File: src/rtl/mix_pipe_pkg.sv
// Shared types and the per-stage transform for the mix_pipe datapath.
// Pure definitions; no state, no latency.
package mix_pipe_pkg;

  typedef enum logic [1:0] {
    MIX  = 2'd0,
    ADD  = 2'd1,
    XOR  = 2'd2,
    PASS = 2'd3
  } mode_e;

  // Widest datapath supported; callers truncate the result to their WIDTH,
  // which keeps the arithmetic modulo 2^WIDTH.
  localparam int MAX_W = 64;

  function automatic logic [MAX_W-1:0] mix_op(input logic [MAX_W-1:0] x,
                                              input mode_e            mode,
                                              input logic [MAX_W-1:0] idx,
                                              input logic [MAX_W-1:0] k);
    logic [MAX_W-1:0] r;
    case (mode)
      MIX:     r = (x + k) ^ idx;
      ADD:     r = x + k;
      XOR:     r = x ^ idx;
      default: r = x;
    endcase
    return r;
  endfunction

endpackage

File: src/rtl/mix_pipe_stage.sv
// One register stage: holds valid/data/mode, loads the transformed upstream beat on adv.
// Latency 1 cycle; stalls (holds) when adv is low, flush clears only the valid bit.
module mix_pipe_stage
  import mix_pipe_pkg::*;
#(
  parameter int               WIDTH = 32,
  parameter int               IDX   = 0,
  parameter logic [MAX_W-1:0] ADD_K = 64'h0000_0000_DEAD_BEEF
) (
  input  logic             clk,
  input  logic             rst_n,
  input  logic             flush,
  input  logic             adv,
  input  logic             prev_vld,
  input  logic [WIDTH-1:0] prev_dat,
  input  logic [1:0]       prev_mode,
  output logic             vld,
  output logic [WIDTH-1:0] dat,
  output logic [1:0]       mode
);

  logic [WIDTH-1:0] nxt;

  // The head stage captures the producer beat untransformed.
  always_comb begin
    nxt = prev_dat;
    if (IDX != 0)
      nxt = WIDTH'(mix_op(MAX_W'(prev_dat), mode_e'(prev_mode), MAX_W'(IDX), ADD_K));
  end

  always_ff @(posedge clk or negedge rst_n) begin
    if (!rst_n) begin
      vld  <= 1'b0;
      dat  <= '0;
      mode <= '0;
    end else if (flush) begin
      vld <= 1'b0;
    end else if (adv) begin
      vld <= prev_vld;
      if (prev_vld) begin
        dat  <= nxt;
        mode <= prev_mode;
      end
    end
  end

endmodule

File: src/rtl/mix_pipe.sv
// Elastic STAGES-deep add/xor mixing pipeline with valid/ready and occupancy count.
// Latency STAGES-1 cycles; bubbles collapse under backpressure, in_ready follows out_ready combinationally.
module mix_pipe
  import mix_pipe_pkg::*;
#(
  parameter int               WIDTH  = 32,
  parameter int               STAGES = 16,
  parameter logic [MAX_W-1:0] ADD_K  = 64'h0000_0000_DEAD_BEEF
) (
  input  logic                         clk,
  input  logic                         rst_n,
  input  logic                         flush,
  input  logic                         in_valid,
  output logic                         in_ready,
  input  logic [WIDTH-1:0]             in_data,
  input  logic [1:0]                   in_mode,
  output logic                         out_valid,
  input  logic                         out_ready,
  output logic [WIDTH-1:0]             out_data,
  output logic [$clog2(STAGES+1)-1:0]  occupancy
);

  localparam int OW = $clog2(STAGES + 1);

  logic [STAGES-1:0] v;
  logic [STAGES-1:0] adv;
  logic [WIDTH-1:0]  d [STAGES];
  logic [1:0]        m [STAGES];
  logic              accept;
  logic              emit;

  // A stage can advance unless it and every stage after it are full with the
  // consumer stalled; evaluated as a running AND to avoid a self-referencing vector.
  always_comb begin
    logic full_tail;
    full_tail = 1'b1;
    adv       = '0;
    for (int i = STAGES - 1; i >= 0; i--) begin
      full_tail = full_tail & v[i];
      adv[i]    = out_ready | !full_tail;
    end
  end

  assign in_ready  = adv[0] & !flush;
  assign accept    = in_valid & in_ready;
  assign emit      = v[STAGES-1] & out_ready;
  assign out_valid = v[STAGES-1];
  assign out_data  = d[STAGES-1];

  for (genvar i = 0; i < STAGES; i++) begin : g_stage
    logic             pv;
    logic [WIDTH-1:0] pd;
    logic [1:0]       pm;

    if (i == 0) begin : g_head
      assign pv = accept;
      assign pd = in_data;
      assign pm = in_mode;
    end else begin : g_link
      assign pv = v[i-1];
      assign pd = d[i-1];
      assign pm = m[i-1];
    end

    mix_pipe_stage #(
      .WIDTH (WIDTH),
      .IDX   (i),
      .ADD_K (ADD_K)
    ) u_stage (
      .clk       (clk),
      .rst_n     (rst_n),
      .flush     (flush),
      .adv       (adv[i]),
      .prev_vld  (pv),
      .prev_dat  (pd),
      .prev_mode (pm),
      .vld       (v[i]),
      .dat       (d[i]),
      .mode      (m[i])
    );
  end

  always_ff @(posedge clk or negedge rst_n) begin
    if (!rst_n) begin
      occupancy <= '0;
    end else if (flush) begin
      occupancy <= '0;
    end else if (accept && !emit) begin
      occupancy <= occupancy + OW'(1);
    end else if (!accept && emit) begin
      occupancy <= occupancy - OW'(1);
    end
  end

endmodule

File: config.mk
export PLATFORM = sky130hd
export DESIGN_NAME = mix_pipe
export DESIGN_NICKNAME = d
export VERILOG_FILES = /design/src/rtl/mix_pipe_pkg.sv /design/src/rtl/mix_pipe_stage.sv /design/src/rtl/mix_pipe.sv
export SDC_FILE = /design/constraint.sdc
export NUM_CORES = 1
export LEC_CHECK = 0
export BUFFER_PORTS_ARGS = -buffer_cell sky130_fd_sc_hd__clkbuf_2
export CAP_MARGIN = 40
export CORE_MARGIN = 2
export CORE_UTILIZATION = 40
export CTS_CLUSTER_DIAMETER = 40
export CTS_CLUSTER_SIZE = 12
export DETAILED_ROUTE_END_ITERATION = 7
export GPL_TIMING_DRIVEN = 1
export PLACE_DENSITY = 0.57
export SYNTH_ARGS = -nofsm -noshare
export SYNTH_HDL_FRONTEND = slang
export SYNTH_SLANG_ARGS = --single-unit
File: constraint.sdc
create_clock -name clk -period 2.9 [get_ports clk]
set_input_delay 0.29 -clock clk [delete_from_list [all_inputs] [get_ports clk]]
set_output_delay 0.29 -clock clk [all_outputs]
set_load 0.05 [all_outputs]
==> results.sh, run 1 <==
export IMPL_cp_max_fo=4
export IMPL_critPathTopFamily="compound AO/OA/AOI/OAI gates"
export IMPL_p_per_area_nw_per_um2=801
export IMPL_die_w_um=284
export IMPL_drt_iter0_drc=1377
export IMPL_grt_pass1_wl_um=123000
export IMPL_clk_path_buf_depth=3
export IMPL_syn_area_per_cell_um2=8.76
export IMPL_rsz0062_at_grt="yes"
export IMPL_dp_hpwl_um=51800
export IMPL_crit_type="flip-flop to flip-flop"
export IMPL_h_tree_depth=3
export IMPL_final_cells=4824
export IMPL_cts_tree="built"
export IMPL_netlist_area_um2=31500
export IMPL_area_growth_pct=19.3
export IMPL_core_um2=77600
export IMPL_yosysWarnings=0
export IMPL_syn_num_nets=3649
export IMPL_synth_area_leaders="dfrtp_1 45%, xnor2_1 11%, o21ai_0 6.7%"
export IMPL_r2r_setup_slack_ps=70
export IMPL_grtUsageTotal=0.182
export IMPL_synth_edf_count=0
export IMPL_fillers=7426
export IMPL_endpoint="g_stage[8].u_stage.dat[28]"
export IMPL_final_min_clock_period_ps=2830
export IMPL_design_area_um2=37500
export IMPL_post_drt_wl_per_cell_um=15.0
export IMPL_p_seq_frac=0.357
export IMPL_hold_violations=0
export IMPL_ys_seq_area_frac=0.448
export IMPL_synth_cell_types=75
export IMPL_total_power_w=0.0300
export IMPL_ir_worst_vdd_v=0.000555
export IMPL_die_y_um=284
export IMPL_tightest_slew_ps=888
export IMPL_ios=78
export IMPL_antenna_found_initial=0
export IMPL_p_int_w=0.0205
export IMPL_yosysTopAreaCell="dfrtp_1"
export IMPL_crit_chain="inv_1, ha_1, or3b_2, a311oi_4, a31oi_2, a21o_1, a31oi_1, or3b_1, xor2_1, o21ai_1"
export IMPL_vias=24534
export IMPL_dr_pass1_iters=5
export IMPL_cp_depth=10
export IMPL_multi_input_area_um2=16500
export IMPL_path_clk_slew_ps=50
export IMPL_cp_arrival_ps=3340
export IMPL_comb_power_share=0.220
export IMPL_r2r_cells=10
export IMPL_slew_headroom=0.408
export IMPL_drive_gt1_frac=0.119
export IMPL_root_buffer="clkbuf_16"
export IMPL_ant_nets=0
export IMPL_ys_top_cells_by_count="563 x dfrtp_1, 543 x nand2_1, 421 x o21ai_0"
export IMPL_cp_end_kind="flip-flop"
export IMPL_synth_ff_type="dfrtp_1"
export IMPL_yosysTopAreaCellShare=0.448
export IMPL_placed_cells=4594
export IMPL_dieArea_um2=80900
export IMPL_wl_um=72600
export IMPL_cap_violations=0
export IMPL_grt_pass1_vias=23628
export IMPL_cp_slowest_cell="or3b_2"
export IMPL_outcome="completed"
export IMPL_start_util=0.405
export IMPL_crit_required_ps=3410
export IMPL_insertion_delay_ps=650
export IMPL_regArea_um2=14100
export IMPL_place_congestion=0.820
export IMPL_grt_max_degree=82
export IMPL_hold_path_class="primary input to flip-flop"
export IMPL_reg2reg_from="g_stage[7].u_stage.dat[0]"
export IMPL_switching_share=0.318
export IMPL_max_clock_freq_mhz=354
export IMPL_start_kind="flip-flop"
export IMPL_cts_buffers=102
export IMPL_critPathMaxStageDelay_ps=510
export IMPL_remaining_drc_errors=0
export IMPL_rows=102
export IMPL_clock_sinks=563
export IMPL_post_dp_cell_area_um2=33400
export IMPL_clkPwrFrac=0.423
export IMPL_port_buffers=77
export IMPL_switchingPower_w=0.00955
export IMPL_async_flop_share=1.00
export IMPL_cp_num_buf_inv=1
export IMPL_ys_seq_elements=563
export IMPL_skew_ps=25.6
export IMPL_period_share=0.975
export IMPL_slew_violations=0
export IMPL_setup_violations=0
export IMPL_overflow=0
export IMPL_nNetsFinal=3753
export IMPL_crit_start="g_stage[7].u_stage.dat[0]"
export IMPL_via_per_inst=5.09
export IMPL_reg2reg_to="g_stage[8].u_stage.dat[28]"
export IMPL_syn_instance_count=3590
export IMPL_leakagePower_nw=16.2
export IMPL_yosysMostFrequentCell="dfrtp_1"
-- per-stage QoR --
stage	setup WS (ps)	hold WS [ps]	setup TNS, ps	utilization
CTS	30.4	50.8	0	0.483
floorplan	-267	-5.59	-314	-
finish	72.0	99.6	0	0.483
global placement	99.3	347	0	0.430
detailed placement	46.9	346	0	0.431
global route	-66.2	92.7	-66.2	0.483
-- how the worst min path moves through the flow --
stage               from                           to  slack [ps]  depth (start not counted)
2_1_floorplan      rst_n    g_stage[0].u_stage.dat[0]          -6                          0
3_3_place_gp       rst_n  g_stage[15].u_stage.dat[26]         350                          1
3_5_place_dp       rst_n  g_stage[15].u_stage.dat[28]         350                          1
4_1_cts        out_ready      g_stage[15].u_stage.vld          50                          4
5_1_grt        out_ready      g_stage[15].u_stage.vld          90                          4
6_report       out_ready      g_stage[15].u_stage.vld         100                          4
-- cells in the final DEF (no fill, tap or decap), drive strengths merged, types with 8 or more instances in the layout --
cell type | synthesis | layout
a21boi | 8 | 8
and2 | 15 | 15
or3b | 15 | 15
nor3 | 83 | 83
xnor2 | 395 | 395
and3 | 8 | 8
xor2 | 105 | 105
or4 | 18 | 18
mux2i | 11 | 11
inv | 56 | 71
a21oi | 236 | 236
o31ai | 24 | 24
a31oi | 28 | 28
buf | 24 | 90
nor4 | 59 | 59
o21a | 15 | 15
a211oi | 31 | 31
dfrtp | 563 | 563
nand3b | 18 | 18
or3 | 30 | 30
nor3b | 11 | 11
nand3 | 30 | 30
mux2 | 50 | 50
nor2 | 334 | 334
clkinv | 1 | 35
nor2b | 60 | 60
o31a | 10 | 10
or2 | 14 | 14
a21o | 12 | 12
nand2 | 543 | 543
bufinv | 0 | 17
clkbuf | 178 | 196
o21ai | 442 | 442
nand2b | 43 | 43
ha | 19 | 19
dlygate4sd3 | 0 | 36
o41a | 15 | 15
-- layer usage --
metal  up-vias  track usage  routed length [um]
li1      12529            -                   -
met1     11566        0.254               34900
met2       314        0.291               33600
met3       125       0.0276                2230
met4         0       0.0524                1810
met5         -            0                   0
-- final cells by class --
cell class              instances  area share
diodes                          1   0.0000667
clock buffers                 120      0.0725
clock inverters                73      0.0264
inverters                      57     0.00570
multi-input cells            2768       0.440
flip-flops and latches        563       0.376
well taps                    1040      0.0347
repair buffers                202      0.0452
-- sequential cells by signal, indices dropped and copies added (netlist names) --
register,count
g_stage.u_stage.mode,30
occupancy,5
g_stage.u_stage.dat,512
g_stage.u_stage.vld,16
-- worst register-to-register path, delay by kind of cell, from the launching register on --
family,cells,cell delay (ps)
and+or+nand+nor,2,890
AOI/OAI and AO/OA,5,1000
xor gates and xnor gates,1,150
buffers and inverters,1,90
DFF,1,410
adders and majority gates,1,150
-- power groups by stage --
stage	registers (W)	clock network, W	logic (W)
global placement	0.0108	0	0.00652
finish	0.0107	0.0127	0.00659
detailed placement	0.0108	0	0.00659
CTS	0.0107	0.0130	0.00668
global route	0.0110	0.0134	0.00746
floorplan	0.0102	0	0.00526
-- logic make-up after synthesis --
family,share of synthesized area
simple gates,0.193
xor+xnor,0.139
buf+inv,0.0309
compound gates,0.159
flops,0.448
fa+ha+maj,0.00819
mux,0.0214
-- repair_timing --
action,4_1_cts,5_1_grt
buffers inserted,0,0
hold buffers,36,0
setup endpoints to repair,0,4
endpoints found under the hold margin,102,0
gates resized for setup,0,5
(Power assumes the default switching activity.)
==> run 2: changes to the inputs <==
CELL_PAD_IN_SITES_DETAIL_PLACEMENT = 1   (was default)
CELL_PAD_IN_SITES_GLOBAL_PLACEMENT = 1   (was default)
CORE_UTILIZATION = 44   (was 40)
PLACE_DENSITY = 0.76   (was 0.57)
==> run 2 against run 1 <==
  * Sequential power about the same
  * Hold slack got worse by 39 ps
  * Combinational power increased by 3%
  * Die area decreased by 9.0%
==> results.sh, run 2 (synthesis gave the netlist of run 1 again) <==
export IMPL_wl_um=83100
export IMPL_reg2reg_to="g_stage[8].u_stage.dat[28]"
export IMPL_rsz0062_at_grt="yes"
export IMPL_place_congestion=0.813
export IMPL_route_layer_met1_wl_um=36600
export IMPL_hold_path_class="primary input to flip-flop"
export IMPL_max_clock_freq_mhz=356
export IMPL_cts_buffers=101
export IMPL_wl_met3_um=1890
export IMPL_p_int_w=0.0196
export IMPL_p_seq_frac=0.368
export IMPL_skew_ps=30.2
export IMPL_outcome="completed"
export IMPL_die_w_um=271
export IMPL_reg2reg_from="g_stage[7].u_stage.dat[0]"
export IMPL_antenna_found_initial=2
export IMPL_nNetsFinal=3748
export IMPL_setup_tns_ps=0
export IMPL_total_power_w=0.0294
export IMPL_dieArea_um2=73600
export IMPL_root_buffer="clkbuf_16"
export IMPL_reg_top3="g_stage.u_stage.dat x512, g_stage.u_stage.mode x30, g_stage.u_stage.vld x16"
export IMPL_post_drt_wl_per_cell_um=17.6
export IMPL_vias=25756
export IMPL_ios=78
export IMPL_ant_nets=0
export IMPL_clock_sinks=563
export IMPL_regMostFlops="g_stage.u_stage.dat"
export IMPL_leakagePower_nw=16.0
export IMPL_hold_violations=0
export IMPL_final_min_clock_period_ps=2810
export IMPL_grt_pass1_wl_um=140000
export IMPL_cts_tree="built"
export IMPL_period_share=0.970
export IMPL_cap_violations=0
export IMPL_area_growth_pct=18.0
export IMPL_r2r_setup_slack_ps=90
export IMPL_whs_path_depth=3
export IMPL_slew_headroom=0.410
export IMPL_die_y_um=271
export IMPL_largest_register_ffs=512
export IMPL_ir_worst_vdd_v=0.000528
export IMPL_hold_start="in_valid"
export IMPL_met2_length_um=42800
export IMPL_slew_violations=0
export IMPL_dr_pass1_iters=5
export IMPL_grt_max_degree=84
export IMPL_min_to="g_stage[0].u_stage.vld"
export IMPL_switchingPower_w=0.00985
export IMPL_clk_path_buf_depth=3
export IMPL_crit_type="flip-flop to flip-flop"
export IMPL_grtUsageTotal=0.225
export IMPL_port_buffers=77
export IMPL_cp_max_fo=4
export IMPL_drt_iter0_drc=1443
export IMPL_tightest_slew_ps=885
export IMPL_final_cells=4723
export IMPL_setup_violations=0
export IMPL_path_clk_slew_ps=60
export IMPL_crit_required_ps=3460
export IMPL_switching_share=0.334
export IMPL_via_per_inst=5.45
export IMPL_cp_end_kind="flip-flop"
export IMPL_insertion_delay_ps=660
export IMPL_fillers=8214
export IMPL_h_tree_depth=3
export IMPL_final_cell_mix="562 x dfrtp_1, 542 x nand2_1, 420 x o21ai_0"
export IMPL_drive_gt1_frac=0.117
export IMPL_r2r_cells=10
export IMPL_final_common_cell="dfrtp_1"
export IMPL_start_util=0.442
export IMPL_cp_arrival_ps=3370
export IMPL_p_per_area_nw_per_um2=793
export IMPL_remaining_drc_errors=0
export IMPL_overflow=0
export IMPL_clkPwrFrac=0.402
export IMPL_route_top_layer_used="met5"
export IMPL_dp_hpwl_um=56000
export IMPL_start_kind="flip-flop"
export IMPL_rows=98
export IMPL_core_um2=71100
export IMPL_grt_pass1_vias=27085
export IMPL_placed_cells=4498
export IMPL_comb_power_share=0.230
-- run 2: changes by cell type in the layout (fill, tap and decap cells not counted), sizes merged --
cell / before / now
inv: 71 / 74
clkinv: 35 / 22
bufinv: 17 / 8
clkbuf: 196 / 199
dlygate4sd3: 36 / 35
clkinvlp: 7 / 16
buf: 90 / 87
-- run 2: timing repair --
item | 4_1_cts | 5_1_grt
setup endpoints to repair | 0 | 15
setup buffers | 0 | 3
hold endpoints to repair | 96 | 0
gates resized for setup | 0 | 14
hold buffers | 35 | 0
-- run 2: worst max-delay path by stage --
stage / start / end / slack, ps / cells after the start
6_report: g_stage[7].u_stage.dat[0] / g_stage[8].u_stage.dat[28] / 90 / 10
3_3_place_gp: g_stage[7].u_stage.dat[0] / g_stage[8].u_stage.dat[28] / 150 / 10
3_5_place_dp: g_stage[7].u_stage.dat[0] / g_stage[8].u_stage.dat[28] / 80 / 10
5_1_grt: g_stage[0].u_stage.dat[11] / g_stage[1].u_stage.dat[30] / -8 / 8
4_1_cts: g_stage[2].u_stage.dat[0] / g_stage[3].u_stage.dat[26] / 40 / 10
2_1_floorplan: g_stage[15].u_stage.vld / occupancy[4] / -270 / 14
-- run 2: layout make-up --
cell class / count / area, um2 / area share
Tap cell: 950 / 1190 / 0.0320
Sequential cell: 563 / 14100 / 0.379
Timing Repair Buffer: 198 / 1700 / 0.0457
Antenna cell: 1 / 2.50 / 0.0000674
Multi-Input combinational cell: 2768 / 16500 / 0.445
Clock buffer: 123 / 2700 / 0.0727
Clock inverter: 63 / 713 / 0.0192
Inverter: 57 / 214 / 0.00576
-- run 2: metrics by stage --
step | utilization | hold slack, ps | instance area [um2] | worst slack, ps
after floorplan | - | -5.59 | 31500 | -267
after global placement | 0.466 | 382 | 33200 | 149
after detailed placement | 0.468 | 378 | 33300 | 82.3
after CTS | 0.521 | 16.8 | 37100 | 35.1
after global routing | 0.522 | 49.2 | 37100 | -7.57
final | 0.522 | 61.0 | 37100 | 87.4
-- run 2: power by group through the flow --
stage | clock, W | combinational [W] | sequential, W
CTS | 0.0120 | 0.00683 | 0.0108
floorplan | 0 | 0.00526 | 0.0102
detailed placement | 0 | 0.00666 | 0.0109
finish | 0.0118 | 0.00678 | 0.0108
global route | 0.0124 | 0.00764 | 0.0110
global placement | 0 | 0.00646 | 0.0109
-- run 2: routing by layer --
layer	track usage	up-vias
li1	-	12510
met1	0.286	12843
met2	0.403	264
met3	0.0320	137
met4	0.0577	2
met5	0	-
-- run 2: worst max-delay path, stage by stage, from the launching register on --
cell and delay [ps]:
dfrtp_1 410, inv_1 100, ha_1 160, or3b_4 410
a311oi_2 400, a31oi_2 180, a21o_1 240, a31oi_2 200
or3b_1 380, xor2_1 150, o21ai_1 110
